<file path="src/rtl/tlb_walk_arbiter.sv">
// -----------------------------------------------------------------------------
// tlb_walk_arbiter
//
// Purpose:
//   Shares the MMU's single page-table walker between the I-TLB and the D-TLB.
//   Miss requests from both TLBs are arbitrated and one walk is issued at a
//   time. The walker response is then steered into the requesting TLB's
//   replace port. TLB flushes requested on `clear` are sequenced so that a
//   flush never races an in-flight fill.
//
// Configuration:
//   DSIDE_PRIO        1 = D-side always wins simultaneous misses,
//                     0 = round-robin between the two sides.
//   VA_W              width of the virtual-address ports.
//   TLB_WALK_STATS_EN (macro) when defined, builds the four 64-bit statistics
//                     counters. When undefined, the counter outputs are tied
//                     to zero and no counter flops exist.
//
// Ports:
//   clk, reset                       clock, asynchronous active-low reset
//   active                           translation enabled (gates new grants)
//   clear                            single-cycle flush request
//   i_miss_req/i_miss_va             I-TLB miss (level) and its VA
//   i_miss_ack/i_fault               I-side resolve pulse and fault qualifier
//   d_miss_req/d_miss_va             D-TLB miss (level) and its VA
//   d_miss_ack/d_fault               D-side resolve pulse and fault qualifier
//   walk_req/walk_va/walk_iside      walk start pulse, latched VA, side
//   walk_rsp_valid/walk_fault/walk_rsp  walker completion, fault, result
//   itlb_replace/dtlb_replace        replace strobes
//   replace_va/replace_rsp           replace VA and registered walk result
//   itlb_clear/dtlb_clear            flush strobes
//   busy                             FSM is not idle
//   walks_i/walks_d/walk_faults/walk_cycles  statistics counters
//
// Handshake:
//   *_miss_req is a level held by the TLB until the matching one-cycle
//   *_miss_ack. *_fault is only meaningful while *_miss_ack is high.
//   walk_req is a one-cycle start pulse; the walker answers with a one-cycle
//   walk_rsp_valid, qualified by walk_fault. Responses outside WALK are ignored.
//   All outputs come straight from flops.
// -----------------------------------------------------------------------------

package tlb_walk_arbiter_pkg;
    typedef struct packed {
        logic [43:0] ppn;
        logic [1:0]  level;
        logic [7:0]  perm;
    } page_walk_rsp_t;
endpackage

module tlb_walk_arbiter
    import tlb_walk_arbiter_pkg::*;
#(
    parameter int unsigned DSIDE_PRIO = 0,
    parameter int unsigned VA_W       = 64
) (
    input  logic            clk,
    input  logic            reset,
    input  logic            active,
    input  logic            clear,
    input  logic            i_miss_req,
    input  logic [VA_W-1:0] i_miss_va,
    output logic            i_miss_ack,
    output logic            i_fault,
    input  logic            d_miss_req,
    input  logic [VA_W-1:0] d_miss_va,
    output logic            d_miss_ack,
    output logic            d_fault,
    output logic            walk_req,
    output logic [VA_W-1:0] walk_va,
    output logic            walk_iside,
    input  logic            walk_rsp_valid,
    input  logic            walk_fault,
    input  page_walk_rsp_t  walk_rsp,
    output logic            itlb_replace,
    output logic            dtlb_replace,
    output logic [VA_W-1:0] replace_va,
    output page_walk_rsp_t  replace_rsp,
    output logic            itlb_clear,
    output logic            dtlb_clear,
    output logic            busy,
    output logic [63:0]     walks_i,
    output logic [63:0]     walks_d,
    output logic [63:0]     walk_faults,
    output logic [63:0]     walk_cycles
);

    typedef enum logic [2:0] {
        S_IDLE  = 3'd0,
        S_WALK  = 3'd1,
        S_FILL  = 3'd2,
        S_ACK   = 3'd3,
        S_FLUSH = 3'd4
    } state_t;

    // State and registered outputs
    state_t          r_state;
    logic            r_walk_req;
    logic [VA_W-1:0] r_walk_va;
    logic            r_iside;
    logic            r_last_iside;
    logic            r_clear_pend;
    logic [1:0]      r_mask;          // bit0 = I-side masked, bit1 = D-side masked
    logic            r_itlb_replace;
    logic            r_dtlb_replace;
    logic [VA_W-1:0] r_replace_va;
    page_walk_rsp_t  r_replace_rsp;
    logic            r_i_ack;
    logic            r_i_fault;
    logic            r_d_ack;
    logic            r_d_fault;
    logic            r_clr;
    logic            r_busy;

    // Next-state / next-output combinational values
    state_t          w_state_nxt;
    logic            w_req_i;
    logic            w_req_d;
    logic            w_grant;
    logic            w_grant_iside;
    logic            w_take_rsp;
    logic            w_irep_nxt;
    logic            w_drep_nxt;
    logic            w_i_ack_nxt;
    logic            w_i_fault_nxt;
    logic            w_d_ack_nxt;
    logic            w_d_fault_nxt;
    logic            w_clr_nxt;
    logic            w_clear_pend_nxt;
    logic [1:0]      w_mask_nxt;

    // The mask hides the side just acked for one IDLE evaluation, giving the
    // requester a cycle to drop its level request before it could be re-granted.
    assign w_req_i = i_miss_req & ~r_mask[0];
    assign w_req_d = d_miss_req & ~r_mask[1];

    always_comb begin
        w_state_nxt      = r_state;
        w_grant          = 1'b0;
        w_grant_iside    = 1'b0;
        w_take_rsp       = 1'b0;
        w_irep_nxt       = 1'b0;
        w_drep_nxt       = 1'b0;
        w_i_ack_nxt      = 1'b0;
        w_i_fault_nxt    = 1'b0;
        w_d_ack_nxt      = 1'b0;
        w_d_fault_nxt    = 1'b0;
        w_clr_nxt        = 1'b0;
        w_clear_pend_nxt = r_clear_pend;
        w_mask_nxt       = 2'b00;

        case (r_state)
            S_IDLE: begin
                if (clear || r_clear_pend) begin
                    w_state_nxt = S_FLUSH;
                    w_clr_nxt   = 1'b1;
                end else if (active && (w_req_i || w_req_d)) begin
                    w_grant = 1'b1;
                    if (w_req_i && w_req_d) begin
                        // Round-robin: serve the side that did not go last.
                        w_grant_iside = (DSIDE_PRIO != 0) ? 1'b0 : ~r_last_iside;
                    end else begin
                        w_grant_iside = w_req_i;
                    end
                    w_state_nxt = S_WALK;
                end
            end

            S_WALK: begin
                if (clear) begin
                    w_clear_pend_nxt = 1'b1;
                end
                if (walk_rsp_valid) begin
                    if (clear || r_clear_pend) begin
                        // Translation is stale after the flush: drop it and ack
                        // without fault so the requester retries.
                        w_state_nxt = S_ACK;
                        w_i_ack_nxt = r_iside;
                        w_d_ack_nxt = ~r_iside;
                    end else if (walk_fault) begin
                        w_state_nxt   = S_ACK;
                        w_i_ack_nxt   = r_iside;
                        w_d_ack_nxt   = ~r_iside;
                        w_i_fault_nxt = r_iside;
                        w_d_fault_nxt = ~r_iside;
                    end else begin
                        w_state_nxt = S_FILL;
                        w_take_rsp  = 1'b1;
                        w_irep_nxt  = r_iside;
                        w_drep_nxt  = ~r_iside;
                    end
                end
            end

            S_FILL: begin
                if (clear) begin
                    w_clear_pend_nxt = 1'b1;
                end
                w_state_nxt = S_ACK;
                w_i_ack_nxt = r_iside;
                w_d_ack_nxt = ~r_iside;
            end

            S_ACK: begin
                if (clear) begin
                    w_clear_pend_nxt = 1'b1;
                end
                w_state_nxt = S_IDLE;
                w_mask_nxt  = r_iside ? 2'b01 : 2'b10;
            end

            S_FLUSH: begin
                // A clear arriving here is covered by this same flush.
                w_clear_pend_nxt = 1'b0;
                w_state_nxt      = S_IDLE;
            end

            default: begin
                w_state_nxt = S_IDLE;
            end
        endcase
    end

    always_ff @(posedge clk or negedge reset) begin
        if (!reset) begin
            r_state        <= S_IDLE;
            r_walk_req     <= 1'b0;
            r_walk_va      <= '0;
            r_iside        <= 1'b0;
            r_last_iside   <= 1'b0;
            r_clear_pend   <= 1'b0;
            r_mask         <= 2'b00;
            r_itlb_replace <= 1'b0;
            r_dtlb_replace <= 1'b0;
            r_replace_va   <= '0;
            r_replace_rsp  <= '0;
            r_i_ack        <= 1'b0;
            r_i_fault      <= 1'b0;
            r_d_ack        <= 1'b0;
            r_d_fault      <= 1'b0;
            r_clr          <= 1'b0;
            r_busy         <= 1'b0;
        end else begin
            r_state        <= w_state_nxt;
            r_walk_req     <= w_grant;
            r_clear_pend   <= w_clear_pend_nxt;
            r_mask         <= w_mask_nxt;
            r_itlb_replace <= w_irep_nxt;
            r_dtlb_replace <= w_drep_nxt;
            r_i_ack        <= w_i_ack_nxt;
            r_i_fault      <= w_i_fault_nxt;
            r_d_ack        <= w_d_ack_nxt;
            r_d_fault      <= w_d_fault_nxt;
            r_clr          <= w_clr_nxt;
            r_busy         <= (w_state_nxt != S_IDLE);
            if (w_grant) begin
                r_walk_va    <= w_grant_iside ? i_miss_va : d_miss_va;
                r_iside      <= w_grant_iside;
                r_last_iside <= w_grant_iside;
            end
            if (w_take_rsp) begin
                r_replace_rsp <= walk_rsp;
                r_replace_va  <= r_walk_va;
            end
        end
    end

    assign walk_req     = r_walk_req;
    assign walk_va      = r_walk_va;
    assign walk_iside   = r_iside;
    assign itlb_replace = r_itlb_replace;
    assign dtlb_replace = r_dtlb_replace;
    assign replace_va   = r_replace_va;
    assign replace_rsp  = r_replace_rsp;
    assign i_miss_ack   = r_i_ack;
    assign i_fault      = r_i_fault;
    assign d_miss_ack   = r_d_ack;
    assign d_fault      = r_d_fault;
    assign itlb_clear   = r_clr;
    assign dtlb_clear   = r_clr;
    assign busy         = r_busy;

`ifdef TLB_WALK_STATS_EN
    logic [63:0] r_walks_i;
    logic [63:0] r_walks_d;
    logic [63:0] r_walk_faults;
    logic [63:0] r_walk_cycles;

    always_ff @(posedge clk or negedge reset) begin
        if (!reset) begin
            r_walks_i     <= '0;
            r_walks_d     <= '0;
            r_walk_faults <= '0;
            r_walk_cycles <= '0;
        end else begin
            if (w_grant && w_grant_iside) begin
                r_walks_i <= r_walks_i + 64'd1;
            end
            if (w_grant && !w_grant_iside) begin
                r_walks_d <= r_walks_d + 64'd1;
            end
            if ((r_state == S_WALK) && walk_rsp_valid && walk_fault) begin
                r_walk_faults <= r_walk_faults + 64'd1;
            end
            if (r_state == S_WALK) begin
                r_walk_cycles <= r_walk_cycles + 64'd1;
            end
        end
    end

    assign walks_i     = r_walks_i;
    assign walks_d     = r_walks_d;
    assign walk_faults = r_walk_faults;
    assign walk_cycles = r_walk_cycles;
`else
    assign walks_i     = 64'd0;
    assign walks_d     = 64'd0;
    assign walk_faults = 64'd0;
    assign walk_cycles = 64'd0;
`endif

endmodule
</file>
<file path="config.mk">
export PLATFORM = sky130hd
export DESIGN_NAME = tlb_walk_arbiter
export DESIGN_NICKNAME = d
export VERILOG_FILES = /design/src/rtl/tlb_walk_arbiter.sv
export SDC_FILE = /design/constraint.sdc
export NUM_CORES = 1
export LEC_CHECK = 0
export CORE_AREA = 2 2 247 249
export DETAILED_ROUTE_END_ITERATION = 12
export DIE_AREA = 0 0 249 251
export SLEW_MARGIN = 5
export SYNTH_ARGS = -nofsm -noshare
export SYNTH_HDL_FRONTEND = slang
export SYNTH_SLANG_ARGS = --single-unit
</file>
<file path="constraint.sdc">
create_clock -name clk -period 3.9 [get_ports clk]
set_input_delay 0.78 -clock clk [delete_from_list [all_inputs] [get_ports clk]]
set_output_delay 0.78 -clock clk [all_outputs]
set_load 0.1 [all_outputs]
</file>
# Word level (Yosys, flattened, before mapping)

Cells that the tools add are included.

Equality and inequality tests: 5
Muxes and demuxes: 46
Bitwise logic cells: 5
Reductions and logical operators: 9

Operators with widths:

| operator           | count |
|---|---|
| $mux 64            | 1 |
| $mux 1             | 36 |
| $mux 3             | 3 |
| $pmux 3 s3         | 1 |
| $eq 3x2->1 const B | 2 |
| $pmux 1 s2         | 3 |
| $mux 2             | 2 |
| $eq 3x1->1 const B | 1 |
| $eq 3x3->1 const B | 1 |
| $logic_not 3->1    | 1 |
| $not 1->1          | 3 |
| $reduce_bool 3->1  | 1 |
| $reduce_or 3->1    | 1 |
| $and 1x1->1        | 2 |
| $logic_and 1x1->1  | 2 |
| $logic_or 1x1->1   | 2 |
| $ne 2x1->1 const B | 1 |
| $reduce_and 2->1   | 1 |
| $reduce_bool 2->1  | 1 |

Flip-flop bits (word level): 198
Input port bits: 190
Output and inout bits: 449
Logic and storage cells: 83

# Longest topological paths before layout

Word-level depth: 8
Mapped depth: 8
Depth with buffers taken out: 3

# Least setup slack after synthesis

OpenSTA, ideal clock, no wires.

Path kind: register to register
Start: register r_last_iside
End: register r_walk_va[43] (netlist: walk_va[43])
Setup time: 67 ps
Data arrival time: 2,158 ps
Data required time: 3,833 ps
Setup slack: 1,675 ps
Stages on the path, launching flop included: 7
Path buffers: 3
Clock period less this slack: 2,225 ps
Cells stage by stage: dfrtp_1 clkbuf_1 or3b_2 buf_2 clkbuf_1 a22oi_1 o22a_1

Cells in the longest elaborated chain, start to end: 6

RTL lines:

| what                     | line | text |
|---|---|---|
| start: declaration       | 101  | `logic r_last_iside;` |
| start signal: assignment | 259  | `r_last_iside <= w_grant_iside;` |
| $not 1->1                | --   |  |
| $mux 1                   | 159  | `if (w_req_i && w_req_d) begin` |
| $mux 1                   | 157  | `end else if (active && (w_req_i \|\| w_req_d)) begin` |
| $mux 1                   | 154  | `if (clear \|\| r_clear_pend) begin` |
| $mux 1                   | 152  | `case (r_state)` |
| $mux 64                  | 257  | `r_walk_va <= w_grant_iside ? i_miss_va : d_miss_va;` |
| end signal: assignment   | 257  |  |
| end: declaration         | 99   | `logic [VA_W-1:0] r_walk_va;` |

Every way passes these cells.
A chain may end at the register's enable or synchronous reset.

==> reports/qor.csv <==
stage,metric,value,unit
status,outcome,finished clean,
worst_setup_path,crit_chain,clkdlybuf4s50_1,
cells_and_area,seq_area,4960,um^2
sta,final_hold_viol_count,0,
global_route,grt_overflow,0,
detailed_routing,vias_per_cell,3.77,
cells_and_area,design_area,15100,um^2
worst_setup_path,critPathRequiredTime,3.12,ns
worst_setup_path,path_delay_family,buffers and inverters,
cells_and_area,fillers,6334,
floorplan,fp.dieH,251,um
cells_and_area,stdcell_count,2084,
synth,yosys_most_used_dff,dfrtp_1,
cts,cts_resized,0,
worst_setup_path,critPathMaxFanout,10,
worst_setup_path,endpoint,walk_iside,
placement,dp_hpwl,25.3,mm
cells_and_area,final_net_count,1477,
synth,ys_warn_count,0,
synth,yosysSeqAreaShare,45.6,%
global_route,grt_use_total,10.8,%
detailed_routing,vias,7863,
floorplan,fp.coreArea,59800,um^2
placement,numPortBuffers,382,
floorplan,die-area,62500,um^2
placement,dpl-instance-area,14500,um^2
worst_setup_path,critPathLaunch,r_last_iside,
hold_path,hold_class,input pin to async pin,
sta,skew,0.0140,ns
cells_and_area,multi_input_area,4560,um^2
placement,placed_cells,2050,
worst_setup_path,reg2regPathDepth,5,
synth,synth_edf_count,0,
cts,cts_root_buffer,clkbuf_16,
synth,synth-seq-cells,198,
cts,clk-insertion-delay-late,0.49,ns
sta,fin_hold_ws,0.226,ns
synth,async_flop_share,100,%
global_route,grt_pass1_wl,49.9,mm
floorplan,io_pins,639,
cts,cts_setup_buffers,0,
sta,fmax,324,MHz
worst_setup_path,rr_endpoint,walk_va[50],
global_route,antenna_found_initial,3,
detailed_routing,firstDrtPassIters,4,
global_route,grt_pass1_vias,7667,
global_route,grt_max_degree,95,
worst_setup_path,worstPathBufferInverterCount,1,
synth,syn_inst,942,
synth,syn_area,10900,um^2
cts,htree_num_levels,4,
worst_setup_path,cp-end-kind,primary output,
sta,fin_crit_sh,79.1,%
cts,cts_hold_buffers,0,
worst_setup_path,worstSetupPathType,flop to primary output,
cells_and_area,drive_above_1_share,12.2,%
sta,drv_slew,0,
worst_setup_path,cp.depth,1,
sta,fin_crit,3.09,ns
run,max-cap-violations,0,
cts,cts_buffers,17,
sta,slew_headroom,29.3,%
cts,clock_path_buffers,2,
cts,clkTransAtPathRegs,0.09,ns
detailed_routing,drt-initial-drc-count,301,
sta,grt_setup_unrepaired,no,
synth,syn_avg_cell_area,11.5,um^2
detailed_routing,ant_nets,0,
worst_setup_path,ff2ff_setup_slack,1.48,ns
sta,max_slew.worst_pin.slew,1.06,ns
floorplan,start_util,18.2,%
sta,tns,0,ns
floorplan,rows,90,
synth,netlist-cell-type-count,34,
sta,finalSetupViolCount,0,
worst_setup_path,critPathSlowestCell,clkdlybuf4s50_1,
detailed_routing,drc,0,
floorplan,die_x,249,um
placement,gp_congestion,0.748,
detailed_routing,finalWirelength,34.8,mm
cells_and_area,area_growth,39.1,%
cts,cts_tree,built,
worst_setup_path,r2r_start,r_mask[0],
cts,cts.sinks,198,
worst_setup_path,startpoint_type,flop,
worst_setup_path,slowest_delay,1.22,ns
detailed_routing,wl_per_cell,16.7,um
worst_setup_path,arrival,2.31,ns
[sequential cells by signal, indices dropped and copies added, names as in the netlist, 2 cells and up]
signal / count
replace_va: 64
r_state: 3
replace_rsp: 54
walk_va: 64
r_mask: 2
[cells in the mapped netlist (2+ instances only)]
cell / n / share of area, %
clkbuf_1: 43 / 1.5
buf_2: 10 / 0.46
inv_1: 2 / 0.069
or2_1: 2 / 0.12
o22a_1: 64 / 5.2
mux2_2: 98 / 10
mux2_1: 20 / 2.1
buf_4: 272 / 19
or3b_2: 2 / 0.16
nor3b_1: 128 / 8.9
nand3b_1: 2 / 0.14
dfrtp_1: 198 / 46
nor3_1: 5 / 0.23
a21oi_1: 3 / 0.14
a22oi_1: 64 / 4.4
buf_8: 3 / 0.41
nor2_1: 3 / 0.10
nor4_1: 4 / 0.23
nand2b_1: 4 / 0.23
[how the worst min path moves through the flow]
| stage | start | end | slack (ns) | cells after the start |
|---|---|---|---|---|
| detailed placement | replace_va[58] | replace_va[58] | 0.47 | 1 |
| floorplan | reset | busy | 0.48 | 0 |
| global placement | replace_va[58] | replace_va[58] | 0.47 | 1 |
| global route | reset | replace_va[3] | 0.22 | 1 |
| finish | reset | replace_va[3] | 0.23 | 1 |
| CTS | reset | replace_va[3] | 0.18 | 1 |
[metrics by stage]
stage          util (%)  worst slack (ns)
3_5_place_dp       24.3             0.719
5_1_grt            25.3             0.731
3_3_place_gp       24.3             0.793
4_1_cts            25.3             0.720
6_report           25.3             0.815
2_1_floorplan         -              1.67
[cell families (layout without fill, tap and decap cells)]
logic type | after synthesis | after routing | share of synthesized area (%)
buffers and inverters | 331 | 433 | 21.3
xor gates and xnor gates | 1 | 1 | 0.0807
other | 1 | 259 | 0.0345
AOI/OAI and AO/OA | 139 | 139 | 10.4
DFF | 198 | 198 | 45.6
and+or+nand+nor | 154 | 154 | 10.3
muxes | 118 | 118 | 12.2
[routing by layer]
| metal | track usage (%) | up-vias | wire [um] |
|---|---|---|---|
| met5 | 0 | - | 0 |
| met4 | 4.61 | 0 | 800 |
| met3 | 3.26 | 37 | 2450 |
| met2 | 18.6 | 364 | 17400 |
| met1 | 12.3 | 3942 | 14100 |
| li1 | - | 3520 | - |
[layout make-up]
type                            instances  area share [%]
Antenna cell                            3          0.0497
Clock buffer                           17            2.82
Tap cell                              782            6.48
Timing Repair Buffer                  400            26.5
Clock inverter                         14            1.08
Inverter                                2          0.0497
Sequential cell                       198            32.8
Multi-Input combinational cell        668            30.2
[cells in the final DEF, fill, tap and decap left out, types with 4 or more instances in the layout]
master           count
o22a_1              64
clkdlybuf4s50_1    379
nor4_1               4
nor3_1               5
mux2_1              20
conb_1             256
a22oi_1             64
nor3b_1            128
clkinv_8             4
buf_12               4
clkbuf_16           17
nand2b_1             4
buf_4               14
mux2_2              98
dfrtp_1            196
[worst register-to-register path: stages, from the launching register on]
cell and delay (ns):
dfrtp_4 0.69, buf_4 0.36, nand2b_1 0.28, a211oi_4 0.31, buf_4 0.47, o22a_1 0.27
Power is left out: the tool's default activity adds up to more than one toggle a clock period on the data nets, which glitch-free logic cannot reach.
